===== src/rtl/fetch_stage_if.sv =====
// Instruction-memory request/valid handshake between fetch and imem.
// The fetch side issues req/addr and waits for valid with rdata.
interface fetch_stage_if;
    logic        req;
    logic [15:0] addr;
    logic [15:0] rdata;
    logic        valid;

    modport master (
        output req,
        output addr,
        input  rdata,
        input  valid
    );

    modport slave (
        input  req,
        input  addr,
        output rdata,
        output valid
    );
endinterface


===== src/rtl/fetch_stage.sv =====
// Instruction-fetch stage: PC, multi-cycle imem handshake, IF/ID write.
// Handles hazard stalls, branch redirects and HLT.
module fetch_stage #(
    parameter logic [15:0] RESET_PC    = 16'h0000,
    parameter logic [3:0]  HALT_OPCODE = 4'hF
) (
    input  logic                clk,
    input  logic                rst,
    input  logic                stall,
    input  logic                redirect,
    input  logic [15:0]         redirect_pc,
    fetch_stage_if.master       imem,
    output logic [15:0]         ifid_instr,
    output logic [15:0]         ifid_pc_nxt,
    output logic                ifid_wen,
    output logic                ifid_flush,
    output logic                halted
);

    typedef enum logic [1:0] {
        REQ,
        HOLD,
        DROP,
        HALTED
    } state_t;

    state_t      state;
    state_t      state_d;
    logic [15:0] pc;
    logic [15:0] pc_d;
    logic [15:0] pc_inc;
    logic [15:0] hold_instr;
    logic [15:0] hold_d;
    logic [15:0] word;
    logic        deliver;
    logic        wen;
    logic        flush;

    assign pc_inc    = pc + 16'd2;
    assign imem.addr = pc;
    assign imem.req  = !rst && (state == REQ || state == DROP);
    assign halted    = !rst && (state == HALTED);

    always_comb begin
        state_d = state;
        pc_d    = pc;
        hold_d  = hold_instr;
        word    = imem.rdata;
        deliver = 1'b0;
        wen     = 1'b0;
        flush   = 1'b1;
        unique case (state)
            REQ: begin
                if (redirect) begin
                    pc_d    = redirect_pc;
                    wen     = 1'b1;
                    state_d = imem.valid ? REQ : DROP;
                end else if (stall) begin
                    if (imem.valid) begin
                        hold_d  = imem.rdata;
                        state_d = HOLD;
                    end
                end else if (imem.valid) begin
                    deliver = 1'b1;
                end else begin
                    wen = 1'b1;
                end
            end
            HOLD: begin
                word = hold_instr;
                if (redirect) begin
                    pc_d    = redirect_pc;
                    wen     = 1'b1;
                    state_d = REQ;
                end else if (!stall) begin
                    deliver = 1'b1;
                end
            end
            DROP: begin
                // stale word is thrown away; redirect keeps waiting on it
                wen = redirect || !stall;
                if (redirect) pc_d = redirect_pc;
                if (imem.valid) state_d = REQ;
            end
            HALTED: begin
                if (redirect) begin
                    pc_d    = redirect_pc;
                    wen     = 1'b1;
                    state_d = REQ;
                end
            end
            default: state_d = REQ;
        endcase
        if (rst) begin
            deliver = 1'b0;
            wen     = 1'b0;
            flush   = 1'b1;
        end
        if (deliver) begin
            wen     = 1'b1;
            flush   = 1'b0;
            pc_d    = pc_inc;
            state_d = (word[15:12] == HALT_OPCODE) ? HALTED : REQ;
        end
    end

    assign ifid_wen    = wen;
    assign ifid_flush  = flush;
    assign ifid_instr  = deliver ? word : 16'h0000;
    assign ifid_pc_nxt = deliver ? pc_inc : 16'h0000;

    always_ff @(posedge clk) begin
        if (rst) begin
            state      <= REQ;
            pc         <= RESET_PC;
            hold_instr <= 16'h0000;
        end else begin
            state      <= state_d;
            pc         <= pc_d;
            hold_instr <= hold_d;
        end
    end

endmodule


===== src/flat_wrapper.sv =====
// flat-port wrapper written by rule: the top's interface ports become plain ports
module fetch_stage_flat 
#(
    parameter logic [15:0] RESET_PC    = 16'h0000,
    parameter logic [3:0]  HALT_OPCODE = 4'hF
)
  (clk, rst, stall, redirect, redirect_pc, ifid_instr, ifid_pc_nxt, ifid_wen, ifid_flush, halted, imem_req, imem_addr, imem_rdata, imem_valid);
  fetch_stage_if imem_i ();
  input  logic clk;
  input  logic rst;
  input  logic stall;
  input  logic redirect;
  input  logic [15:0] redirect_pc;
  output logic [15:0] ifid_instr;
  output logic [15:0] ifid_pc_nxt;
  output logic ifid_wen;
  output logic ifid_flush;
  output logic halted;
  output wire logic [$bits(imem_i.req)-1:0] imem_req;
  output wire logic [$bits(imem_i.addr)-1:0] imem_addr;
  input wire logic [$bits(imem_i.rdata)-1:0] imem_rdata;
  input wire logic [$bits(imem_i.valid)-1:0] imem_valid;
  assign imem_req = imem_i.req;
  assign imem_addr = imem_i.addr;
  assign imem_i.rdata = imem_rdata;
  assign imem_i.valid = imem_valid;
  fetch_stage #(.RESET_PC(RESET_PC), .HALT_OPCODE(HALT_OPCODE)) u_core (.clk(clk), .rst(rst), .stall(stall), .redirect(redirect), .redirect_pc(redirect_pc), .imem(imem_i), .ifid_instr(ifid_instr), .ifid_pc_nxt(ifid_pc_nxt), .ifid_wen(ifid_wen), .ifid_flush(ifid_flush), .halted(halted));
endmodule

===== config.mk =====
export PLATFORM = sky130hd
export DESIGN_NAME = fetch_stage_flat
export DESIGN_NICKNAME = d
export VERILOG_FILES = /design/src/rtl/fetch_stage_if.sv /design/src/rtl/fetch_stage.sv /design/src/flat_wrapper.sv
export SDC_FILE = /design/constraint.sdc
export NUM_CORES = 1
export LEC_CHECK = 0
export CORE_MARGIN = 1
export CORE_UTILIZATION = 42
export CTS_CLUSTER_SIZE = 28
export DETAILED_ROUTE_END_ITERATION = 16
export GPL_ROUTABILITY_DRIVEN = 0
export MAX_ROUTING_LAYER = met4
export PLACE_DENSITY = 0.79
export SYNTH_ARGS = -nofsm -noshare
export SYNTH_HDL_FRONTEND = slang
export SYNTH_SLANG_ARGS = --single-unit

===== constraint.sdc =====
create_clock -name clk -period 2.05 [get_ports clk]
set_input_delay 0.205 -clock clk [delete_from_list [all_inputs] [get_ports clk]]
set_output_delay 0.205 -clock clk [all_outputs]
set_load 0.01 [all_outputs]

==> metrics.txt, run 1 <==
status=complete, but fails checks; failing checks=negative setup slack; Slew HR=81.3%; Lkg Pwr=1.43 nW; CORE AREA=4790 µm²; Power Density=507 nW/µm²; Worst-Margin Slew=278 ps; Area Overhead vs Synth=62.6%; fin util=72.1%; Bufs on Longest Clock Path=2; Hold Violations, Final=0; Synth cell types=43; # DRC=0; flop and latch count out of synthesis=34; port buffer count=88; diodes inserted=0; mapped cell area=2120 µm²; die height=73.1 µm; hpwl dp=4890 µm; asr flop ratio synth=0%; Arr. time, crit path=1880 ps; total length of routed wires=7310 µm; largest net degree at the start of global routing=30; Vias/cell=5.59; FP Rows=25; highest clock rate=481 MHz; crit-path cells=or4_4 -> nor2_8 -> inv_4 -> or3_4 -> nand2_2 -> buf_6; vias in the first global route=2,473; maximum vdd ir drop=0.393 mV; Final Setup Violations=2; Yosys top cell area share=32.1%; clock sink count=34; initial drt markers=270; first-pass GRT wire length=11,300 µm; Max Clock Skew=9.11 ps; grt ovf=0; Tightest Hold Check Type=in -> reg; register area share after synthesis=32.1%; CTS tree=done; Cells after Synth=308; Synth top cells by count=nand2_1 (77), a21oi_1 (44), dfxtp_1 (34), clkbuf_1 (19), nor2_1 (17); Main synth FF type=dfxtp_1; initial antenna violation count=0; maxcap violations=0; die footprint=5340 µm²; Worst-path clk slew=80 ps; GRT Total Usage=27.9%; Slowest Stage Delay on Critical Path=530 ps; TritonCTS Buffers=5; WHS=402 ps; Vias=2,715; slowest CP cell=or4_4; required time of the critical path=1850 ps; final antenna-violating net count=0; Root Buffer=clkbuf_8; Post-synth EDFFs=0; First-pass DRT Iterations=5; Syn Nets=346; Startpoint Class=flip-flop; cell family with most CP delay=simple AND/OR/NAND/NOR gates; post-layout instance area=3450 µm²; fin. max-slew vios=0; Crit Path Category=reg -> out; setup_tns=-43.9 ps; top post-synthesis cells by area=dfxtp_1 (32%), nand2_1 (14%), a21oi_1 (10%); RSZ-0062 raised after global routing=yes; Final #Nets=456; Initial Utilization=44.3%; Final Cycle Share=101%; Setup WS post-layout=-30.2 ps; Tmin final=2080 ps; most frequent cell after synthesis=nand2_1; DP Area=3280 µm²; area leader, netlist=dfxtp_1; CTS HTree Levels=2; fraction of layout cells with a size suffix above 1=24.6%; Fill cells=413; yosys warns=0; Die W=73.1 µm; routed len/inst=15.0 µm; syn_area_per_cell=6.89 µm²; crit-path max FO=3; Critical path buffers and inverters=2; num ports=89; crit end category=primary output; worst skew pair latency=290 ps
## sequential cells by signal, summed over array words and instances, names as in the netlist
signal / count
u_core.imem.addr: 16
u_core.hold_instr: 16
u_core.state: 2
## per-layer routing
metal	global-route usage, %	vias up	routed length [µm]
met5	-	-	0
met2	45.5	107	3640
li1	-	1295	-
met1	35.0	1294	3180
met4	8.93	0	110
met3	4.70	19	381
## cell families after synthesis
group | after synthesis | share of synthesized area (%)
buffers and inverters | 33 | 6.01
flip-flops | 34 | 32.1
multiplexers | 7 | 3.42
AO/OA/AOI/OAI | 76 | 21.3
XOR/XNOR | 8 | 3.30
AND/OR/NAND/NOR | 149 | 33.3
adder cells (fa/ha/maj) | 1 | 0.590
## cell usage in the layout (no fill, tap or decap), drive strengths merged, types with 6 or more instances in the layout
cell,netlist,final
a21oi,44,44
buf,5,64
clkbuf,19,6
clkdlybuf4s50,0,52
dfxtp,34,34
inv,9,9
nand2,77,77
nand2b,6,6
nand3,7,7
nand4,7,7
nor2,19,19
nor3,8,8
o21ai,7,7
## what timing repair did
action,4_1_cts,5_1_grt
hold buffers,0,0
resized for setup,143,18
buffers inserted,1,1
cloned,1,0
setup endpoints to repair,33,31
pin swaps,4,3
## power breakdown
group,internal [mW],switching (mW),leakage (nW)
registers,0.696,0.0244,0.279
clock network,0.270,0.265,0.0472
logic,0.251,0.244,1.10
total,1.22,0.533,1.43
## metrics by stage
step,std cells,power (mW),setup WS [ps]
6_report,486,1.75,-30.2
5_1_grt,486,1.82,-99.9
4_1_cts,486,1.74,-120
3_5_place_dp,476,1.20,-486
3_3_place_gp,476,1.19,-465
2_1_floorplan,308,0.946,141
## worst register-to-register path, stage by stage (launching register included)
cell,delay (ps)
dfxtp_2,320
or4_4,530
nor2_8,130
inv_4,60
buf_8,150
or4_1,470
o311ai_1,80
## area by class of cell
| class | instances | area [µm²] | area share [%] |
|---|---|---|---|
| Clock buffer | 6 | 82.6 | 2.39 |
| Clock inverter | 2 | 12.5 | 0.363 |
| Inverter | 9 | 36.3 | 1.05 |
| Multi-Input combinational cell | 241 | 1420 | 41.0 |
| Sequential cell | 34 | 682 | 19.8 |
| Tap cell | 67 | 83.8 | 2.43 |
| Timing Repair Buffer | 127 | 1140 | 33.0 |
## final timing paths
kind                        start                   end  slack (ps)  cells after the start
max               u_core.state[1]       ifid_pc_nxt[10]         -30                      6
min                         stall       u_core.state[1]         400                      4
max reg2reg       u_core.state[1]   u_core.imem.addr[8]         220                      6
min reg2reg  u_core.hold_instr[9]  u_core.hold_instr[9]         460                      2
No activity file was read; power rests on OpenSTA's default activity.
==> run 2: changes to the inputs <==
==> constraint.sdc (replaced) <==
create_clock -name clk -period 2.05 [get_ports clk]
set_input_delay 0.205 -clock clk [delete_from_list [all_inputs] [get_ports clk]]
set_output_delay 0.205 -clock clk [all_outputs]
set_load 0.02 [all_outputs]
==> metrics.txt, run 2 (synthesized netlist as in run 1, its figures left out) <==
port buffer count=88; num ports=89; hpwl dp=4730 µm; TritonCTS Buffers=5; Worst-path clk slew=80 ps; Max Clock Skew=7.99 ps; Tmin final=2120 ps; final antenna-violating net count=0; Initial Utilization=44.3%; Final #Nets=462; DP Area=3330 µm²; Crit Path Category=reg -> out; crit path capture=ifid_pc_nxt[10]; combinational share of power=27.2%; fin. max-slew vios=0; part of the power in the clock network=34.3%; largest net degree at the start of global routing=43; Seq pwr share=38.6%; Startpoint Class=flip-flop; start point of the critical path=u_core.state[1]; vias in the first global route=2,339; FF-to-FF path depth=6; Worst-Margin Slew=318 ps; hold_buf cts=0; Arr. time, crit path=1910 ps; Fill cells=409; worst r2r dst=u_core.imem.addr[8]; Die W=73.1 µm; WHS=412 ps; CTS HTree Levels=2; most frequent cells in the layout=nand2_1 (76), buf_4 (65), clkdlybuf4s50_1 (54); Final Setup Violations=10; first-pass GRT wire length=10,900 µm; Area Overhead vs Synth=64.7%; Pwr Total=1.87 mW; GRT Total Usage=27.1%; CORE AREA=4790 µm²; CTS tree=done; diodes inserted=0; die height=73.1 µm; grt ovf=0; Vias/cell=5.39; Lkg Pwr=1.42 nW; total length of routed wires=7010 µm; die footprint=5340 µm²; clock sink count=34; crit-path max FO=3; # DRC=0; Hold Violations, Final=0; required time of the critical path=1850 ps; Bufs on Longest Clock Path=2; crit end category=primary output; Setup WS post-layout=-68.6 ps; Tightest Hold Check Type=in -> reg; FP Rows=25; maximum vdd ir drop=0.412 mV; Power Density=535 nW/µm²; RR Startpoint=u_core.state[1]; status=complete, but fails checks; setup_tns=-192 ps; maxcap violations=0; initial drt markers=151; failing checks=negative setup slack; initial antenna violation count=0; setup slack, reg-to-reg=160 ps; First-pass DRT Iterations=4; Slew HR=78.8%; switching share of power=30.3%; Final Cycle Share=103%; fraction of layout cells with a size suffix above 1=27.1%; Vias=2,652; Int Power=1.30 mW; highest clock rate=472 MHz; routed len/inst=14.2 µm; post-layout instance area=3490 µm²; worst skew pair latency=290 ps; most common cell after layout, fill and taps aside=nand2_1; Root Buffer=clkbuf_8; RSZ-0062 raised after global routing=yes; Sw Pwr=0.565 mW
## run 2: changes by cell type in the layout (fill, tap and decap cells not counted), sizes merged
cell	previous run	this run
bufbuf	1	0
buf	64	74
clkinv	1	0
bufinv	0	1
dlygate4sd2	4	0
clkdlybuf4s15	5	3
clkinvlp	1	2
clkdlybuf4s50	52	54
## run 2: how the worst min path moves through the flow
stage                     slack, ps  depth (start not counted)                    end                   from
final                           410                          4        u_core.state[1]                  stall
after global routing            470                          4        u_core.state[1]                  stall
after CTS                       460                          2   u_core.hold_instr[2]   u_core.hold_instr[2]
after detailed placement        450                          2   u_core.hold_instr[2]   u_core.hold_instr[2]
after global placement          440                          2  u_core.hold_instr[10]  u_core.hold_instr[10]
after floorplan                 340                          2   u_core.hold_instr[0]          imem_rdata[0]
## run 2: metal layers
metal | vias to the layer above | GRT usage [%] | wire [µm]
li1 | 1310 | - | -
met1 | 1249 | 35.9 | 3050
met2 | 78 | 42.5 | 3510
met3 | 15 | 3.87 | 318
met4 | 0 | 8.71 | 125
met5 | - | - | 0
## run 2: per-stage QoR
stage                     std cells  worst slack, ps  util, %
after CTS                       492             -105     70.8
after global routing            492             -111     73.0
after global placement          482             -542     69.5
after floorplan                 308            0.217        -
final                           492            -68.6     73.0
after detailed placement        482             -537     69.5
## run 2: cell type report
class                           instances  area (µm²)  area share [%]
Inverter                                9        36.3            1.04
Sequential cell                        34         683            19.5
Clock inverter                          3        45.0            1.29
Timing Repair Buffer                  133        1170            33.6
Tap cell                               67        83.8            2.40
Multi-Input combinational cell        241        1400            40.1
Clock buffer                            5        68.8            1.97
## run 2: power by group through the flow
stage | clock [mW] | sequential, mW | combinational [mW]
6_report | 0.641 | 0.721 | 0.508
5_1_grt | 0.675 | 0.726 | 0.547
4_1_cts | 0.639 | 0.719 | 0.495
3_5_place_dp | 0 | 0.733 | 0.491
3_3_place_gp | 0 | 0.731 | 0.485
2_1_floorplan | 0 | 0.764 | 0.209
## run 2: timing repair
item                       4_1_cts  5_1_grt
pin swaps                        1        2
gates cloned                     0        0
gates resized for setup        149       37
hold endpoints to repair         0        0
setup endpoints to repair       34       34
setup buffers                    2        0
## run 2: critical path: stages (launching register included)
cell and delay [ps]:
dfxtp_2 330, or4_4 580, nor2_8 130, inv_4 40
or3_4 370, nand2_2 70, buf_6 110
==> run 3: changes to the inputs <==
CORE_MARGIN = 2   (was 1)
CTS_BUF_LIST = sky130_fd_sc_hd__clkbuf_2 sky130_fd_sc_hd__clkbuf_4 sky130_fd_sc_hd__clkbuf_8   (was unset)
==> metrics.txt, run 3 (synthesized netlist as in run 1, its figures left out) <==
status=complete, but fails checks; failing checks=negative setup slack; largest net degree at the start of global routing=43; Vias=2,722; Tmin final=2160 ps; Bufs on Longest Clock Path=2; Pwr Total=1.78 mW; non-filler cells in the finished layout=489; Final Cycle Share=105%; Crit Path Category=in -> out; Setup WS post-layout=-106 ps; FP Rows=25; diodes inserted=0; Arr. time, crit path=1950 ps; CORE AREA=4790 µm²; RSZ-0062 raised after global routing=yes; crit-path max FO=3; Power Density=503 nW/µm²; Slowest Stage Delay on Critical Path=490 ps; maxcap violations=0; First-pass DRT Iterations=6; Slew HR=59.5%; # DRC=0; crit end category=primary output; die height=75.1 µm; Max Clock Skew=5.43 ps; Tightest Hold Check Type=in -> reg; final antenna-violating net count=0; hpwl dp=4860 µm; Vias/cell=5.57; grt ovf=0; fraction of layout cells with a size suffix above 1=27.5%; total length of routed wires=7360 µm; fin. max-slew vios=0; routed len/inst=15.0 µm; maximum vdd ir drop=0.418 mV; Worst-path clk slew=80 ps; hold_buf cts=0; num ports=89; Final Setup Violations=6; Startpoint Class=primary input; worst skew pair latency=290 ps; initial drt markers=206; Die W=75.1 µm; crit-path cells=clkdlybuf4s50_1 -> or4_4 -> nor2_8 -> inv_4 -> or3_4 -> nand2_2 -> buf_6; most common cell after layout, fill and taps aside=nand2_1; initial antenna violation count=0; Worst-Margin Slew=607 ps; first-pass GRT wire length=10,900 µm; worst r2r dst=u_core.imem.addr[8]; setup slack, reg-to-reg=160 ps; Lkg Pwr=1.44 nW; placed cells=480; start point of the critical path=rst; RR Startpoint=u_core.state[1]; CTS tree=done; highest clock rate=464 MHz; FF-to-FF path depth=6; clock sink count=34; fin util=74.0%; port buffer count=88; required time of the critical path=1850 ps; die footprint=5640 µm²; GRT Total Usage=26.0%; TritonCTS Buffers=5; CTS HTree Levels=2; Initial Utilization=44.3%; vias in the first global route=2,368; Hold Violations, Final=0; most frequent cells in the layout=nand2_1 (75), buf_4 (56), clkdlybuf4s50_1 (53); slowest CP cell=or4_4; Final #Nets=459; Root Buffer=clkbuf_8; crit path capture=ifid_pc_nxt[10]; Area Overhead vs Synth=66.8%
run 3: worst max-delay path: cells and delay by family:
kind	cells	cell delay (ps)
buf+inv	3	640
simple gates	4	1090
run 3: power by group:
| group | internal [mW] | switching (mW) | leakage, nW |
|---|---|---|---|
| registers | 0.696 | 0.0256 | 0.279 |
| clock network | 0.270 | 0.266 | 0.0472 |
| logic | 0.247 | 0.275 | 1.11 |
run 3: worst min-delay path by stage:
stage / to / depth (start not counted) / startpoint / slack, ps
finish: u_core.state[1] / 4 / stall / 400
global route: u_core.state[1] / 4 / stall / 440
CTS: u_core.hold_instr[0] / 2 / u_core.hold_instr[0] / 460
detailed placement: u_core.hold_instr[0] / 2 / u_core.hold_instr[0] / 450
global placement: u_core.hold_instr[0] / 2 / u_core.hold_instr[0] / 440
floorplan: u_core.hold_instr[0] / 2 / imem_rdata[0] / 340
run 3: routing by layer:
layer,wire [µm],part of all wire (%),global-route usage (%)
met4,157,2.1,8.93
met2,3520,48,41.6
met3,542,7.4,4.42
met1,3140,43,33.2
met5,0,0,-
run 3: through the flow:
step                cell area (µm²)  TNS [ps]  hold slack, ps  worst slack [ps]
finish                         3540      -191             404              -106
global route                   3540      -764             441              -140
CTS                            3350      -217             457             -94.7
detailed placement             3310    -14710             447              -555
global placement               3310    -13820             442              -534
floorplan                      2120         0             341             0.217
run 3: what timing repair did:
action	in CTS	in global routing
resized for setup	144	64
buffers inserted	1	0
endpoints found under the setup margin	33	34
pin swaps	1	3
run 3: final cells by class:
type / count / area [µm²]
multi-input combinational: 241 / 1460
fill: 355 / 1250
timing repair buffer: 130 / 1180
sequential: 34 / 683
tap: 67 / 83.8
clock buffer: 6 / 82.6
inverter: 9 / 36.3
clock inverter: 2 / 12.5
